`config.mk`:
```
export PLATFORM = sky130hd
export DESIGN_NAME = rr_idx_arbiter
export DESIGN_NICKNAME = d
export VERILOG_FILES = /design/src/rtl/rr_idx_arbiter_pkg.sv /design/src/rtl/rr_pick.sv /design/src/rtl/rr_idx_arbiter.sv
export SDC_FILE = /design/constraint.sdc
export NUM_CORES = 1
export LEC_CHECK = 0
export CAP_MARGIN = 20
export CORE_UTILIZATION = 40
export CTS_CLUSTER_DIAMETER = 200
export DETAILED_ROUTE_END_ITERATION = 8
export PLACE_DENSITY = 0.67
export SLEW_MARGIN = 20
export SYNTH_ARGS = -nofsm -noshare
export SYNTH_HDL_FRONTEND = slang
export SYNTH_SLANG_ARGS = --single-unit
```
`constraint.sdc`:
```
create_clock -name clk -period 2.4 [get_ports clk]
set_clock_uncertainty 0.15 [all_clocks]
set_input_delay 0.24 -clock clk [delete_from_list [all_inputs] [get_ports clk]]
set_output_delay 0.24 -clock clk [all_outputs]
set_load 0.01 [all_outputs]
```
`src/rtl/rr_idx_arbiter_pkg.sv`:
```
// Shared helpers for the round-robin index arbiter.
// Holds the modulo-N successor used to seed the search.
package rr_idx_arbiter_pkg;

    function automatic int unsigned wrap_next(
        input int unsigned idx,
        input int unsigned n
    );
        return (idx + 32'd1 >= n) ? 32'd0 : idx + 32'd1;
    endfunction

endpackage

```
`src/rtl/rr_pick.sv`:
```
// Rotate-and-find-first: one-hot pick of the first set request
// at or after start, wrapping from N-1 back to 0.
module rr_pick #(
    parameter int N = 4,
    parameter int W = $clog2(N)
) (
    input  logic [N-1:0] req,
    input  logic [W-1:0] start,
    output logic [N-1:0] pick
);

    int         p;
    logic       found;
    logic [W-1:0] pos;

    always_comb begin
        pick  = '0;
        found = 1'b0;
        p     = 0;
        pos   = '0;
        for (int k = 0; k < N; k++) begin
            p = int'(start) + k;
            if (p >= N) p = p - N;
            pos = W'(p);
            if (!found && req[pos]) begin
                pick[pos] = 1'b1;
                found     = 1'b1;
            end
        end
    end

endmodule

```
`src/rtl/rr_idx_arbiter.sv`:
```
// Registered round-robin arbiter with one-hot and index grant
// behind a valid/ready output stage.
module rr_idx_arbiter
    import rr_idx_arbiter_pkg::*;
#(
    parameter int    NUM_REQUESTERS = 4,
    parameter string DIRECTION      = "LSB0",
    parameter int    INDEX_WIDTH    = $clog2(NUM_REQUESTERS)
) (
    input  logic                      clk,
    input  logic                      reset,
    input  logic [NUM_REQUESTERS-1:0] request,
    output logic [NUM_REQUESTERS-1:0] grant_oh,
    output logic [INDEX_WIDTH-1:0]    grant_idx,
    output logic                      grant_valid,
    input  logic                      grant_ready
);

    localparam int N    = NUM_REQUESTERS;
    localparam int W    = INDEX_WIDTH;
    localparam bit MSB0 = (DIRECTION == "MSB0");

    logic [N-1:0] req_log;
    logic [N-1:0] pick_log;
    logic [N-1:0] pick_phys;
    logic [W-1:0] pick_idx;
    logic [W-1:0] last_idx;
    logic [W-1:0] base;
    logic [W-1:0] start;
    logic         accept;
    logic         load;

    assign accept = grant_valid & grant_ready;
    assign load   = !grant_valid || grant_ready;

    // An acceptance this cycle seeds the search past the winner.
    assign base  = accept ? grant_idx : last_idx;
    assign start = W'(wrap_next(32'(base), N));

    always_comb begin
        req_log   = '0;
        pick_phys = '0;
        for (int i = 0; i < N; i++) begin
            req_log[i]   = MSB0 ? request[N-1-i] : request[i];
            pick_phys[i] = MSB0 ? pick_log[N-1-i] : pick_log[i];
        end
    end

    rr_pick #(
        .N(N),
        .W(W)
    ) u_pick (
        .req  (req_log),
        .start(start),
        .pick (pick_log)
    );

    // Pick is one-hot, so OR-ing the indices is an exact encode.
    always_comb begin
        pick_idx = '0;
        for (int i = 0; i < N; i++) begin
            if (pick_log[i]) pick_idx = pick_idx | W'(i);
        end
    end

    always_ff @(posedge clk or negedge reset) begin
        if (!reset) begin
            grant_valid <= 1'b0;
            grant_oh    <= '0;
            grant_idx   <= '0;
            last_idx    <= W'(N - 1);
        end else begin
            if (accept) last_idx <= grant_idx;
            if (load) begin
                grant_valid <= |req_log;
                grant_oh    <= pick_phys;
                grant_idx   <= pick_idx;
            end
        end
    end

endmodule

```
==> out/metrics.cfg, run 1 <==
[setup_path]
worstSetupEndpointType = register
critPathRequiredTime_ns = 2.37
critical_path_arrival_ns = 2.33
worstPathCellList = buf_6 -> a21bo_4 -> nand2_4 -> mux4_2 -> a222oi_1 -> a31oi_1
crit_path_start = grant_valid
path_class = reg2reg
slowest_stage = mux4_2
rr_startpoint = grant_valid
slowest_delay_ns = 0.58
start_kind = register
path_max_fanout = 8

[grt]
grt_usage_pct = 18.6
grt_max_degree = 11
grt_first_pass_wirelength_um = 2700
antenna_found_initial = 0
grt-ovfl-total = 0
grt_pass1_vias = 609

[logic_synthesis]
synth_compound_area_share_pct = 21.3
muxShareOfSynthArea_pct = 9.17
synthAdderAreaFrac_pct = 10.4
synth-seq-area-share_pct = 31.5
synth_area_um2 = 723
synth_top_family_by_area = simple AND/OR/NAND/NOR gates
synth-simple-area-share_pct = 24.0
async_flop_share_pct = 100
synth_edf_count = 0
yosysWarnings = 0
synthCells = 80
synth_nets = 93
synthFlopType = dfrtp_1
synthDistinctLibCells = 33
ys_seq_elements = 9
synthXorXnorAreaFrac_pct = 0
synth.avg_cell_area_um2 = 9.04

[cts]
cts.clk_slew.worst_paths_ns = 0.06
worst_skew_pair.late_latency_ns = 0.26
cts_max_path_buffers = 2
clkSinkCount = 9
cts_buffers = 3
cts-htree-levels = 1
cts_tree = done
clockRootBuffer = clkbuf_4
hold_buffers = 0

[pwr]
p_sw_mw = 0.390
p_per_area_nw_per_um2 = 985
p_clk_share_pct = 11.3
fin_total_pwr_mw = 1.04
peakVddDrop_v = 0.000403
seq_power_share_pct = 24.2
p_int_mw = 0.652
p_sw_share_pct = 37.4
pwr-share-comb_pct = 64.5
leakagePower_nw = 0.459

[place]
routabilityCongestion = 0.875
postPlaceCellArea_um2 = 982
dpl.hpwl_um = 1300
port_buffers = 13

[routing]
vias_per_cell = 5.28
vias = 718
routed_wl_um = 1740
first_pass_iters = 4
wl_per_cell_um = 12.8
drtAntennaViolNets = 0
drc = 0
drtIter0Drc = 19

[sta]
fin_crit_sh_pct = 98.2
fin_crit_ns = 2.36
slew_headroom_pct = 71.0
worst_pin_slew_ns = 0.434
drv_slew = 0
rsz0062_at_grt = true
max_freq_mhz = 424
setup_viol = 0
hold_viol_final = 0

[die]
num_rows = 15
dieHeight_um = 44.5
start_util_pct = 42.3
dieArea_um2 = 1980
ios = 14
core_um2 = 1710
die-width_um = 44.5

[status]
status = completed

[layout]
fin_nets = 125
nFillCells = 147
antennaDiodeCount = 0
final_cell_mix = buf_4, clkdlybuf4s50_1, nor2_1
final_area_um2 = 1060
final_common_cell = buf_4
utilization_pct = 61.9
layout-drive-gt1-share_pct = 30.6
area_growth_pct = 46.2

[run]
cap_violations = 0

[min_path]
min_path_type = in2async

## cell usage after synthesis, types with 3 or more instances
master,n,area share [%]
nand2_1,7,3.6
dfrtp_1,7,24
nand3_1,3,2.1
nor2_1,11,5.7
nor2b_1,3,2.6
ha_1,6,10
a31oi_1,6,5.2
inv_1,5,2.6
## repair_timing
item | in CTS | in global routing
setup buffers | 0 | 2
resized for setup | 1 | 5
hold endpoints to repair | 0 | 0
endpoints found under the setup margin | 2 | 5
pin swaps | 1 | 5
## worst paths after layout
check,endpoint,depth (start not counted),slack (ns)
setup / recovery,grant_idx[0],6,0.04
hold / removal,grant_idx[1],1,0.13
setup reg to reg,grant_idx[0],6,0.04
hold reg to reg,grant_oh[3],2,0.39
max in group asynchronous,last_idx[0],1,1.65
min in group clk,last_idx[1],4,0.38
## sequential cells by signal, indices dropped and copies added (netlist names)
name	cells
grant_idx	2
grant_valid	1
last_idx	2
grant_oh	4
## routing by layer
| layer | vias to the layer above | track usage (%) | part of all wire, % |
|---|---|---|---|
| li1 | 355 | - | - |
| met1 | 338 | 24.2 | 47 |
| met2 | 23 | 30.3 | 47 |
| met3 | 2 | 2.45 | 5.1 |
| met4 | 0 | 9.09 | 0.40 |
| met5 | - | 0 | 0 |
## power groups by stage
stage               clock (mW)  sequential (mW)  combinational (mW)
finish                   0.117            0.252               0.672
global route             0.128            0.258               0.737
CTS                      0.122            0.249               0.630
detailed placement           0            0.250               0.628
global placement             0            0.248               0.620
floorplan                    0            0.270               0.331
## final cells by class
type | count | area, um^2 | area share (%)
well taps | 25 | 31.3 | 2.96
repair buffers | 29 | 256 | 24.3
multi-input cells | 64 | 497 | 47.0
inverters | 5 | 18.8 | 1.78
clock buffers | 4 | 26.3 | 2.49
flip-flops and latches | 9 | 228 | 21.5
## per-stage QoR
step	worst slack (ns)	hold slack [ns]	TNS (ns)	std cells
4_1_cts	0.000126	0.130	0	134
3_3_place_gp	-0.251	0.367	-1.30	130
3_5_place_dp	-0.293	0.376	-1.48	130
6_report	0.0425	0.129	0	136
5_1_grt	-0.0678	0.140	-0.161	136
2_1_floorplan	0.00911	-0.206	0	80
## cells by family (layout without fill, tap and decap cells)
kind of cell / after synthesis / after routing
adder cells (fa/ha/maj): 6 / 6
AND/OR/NAND/NOR: 34 / 34
flip-flops: 9 / 9
AO/OA/AOI/OAI: 20 / 20
buffers and inverters: 7 / 38
multiplexers: 4 / 4
## critical path: cells and delay by family, from the launching register on
family	cells	cell delay, ns
compound gates	3	0.85
mux	1	0.58
flops	1	0.41
buf+inv	1	0.14
simple gates	1	0.09
Power figures use the tool's default switching activity.
==> run 2, diff against run 1 <==
- SKIP_LAST_GASP: default -> 1
==> results of run 2 <==
No change in the layout: final DEF, timing and power equal those of run 1.
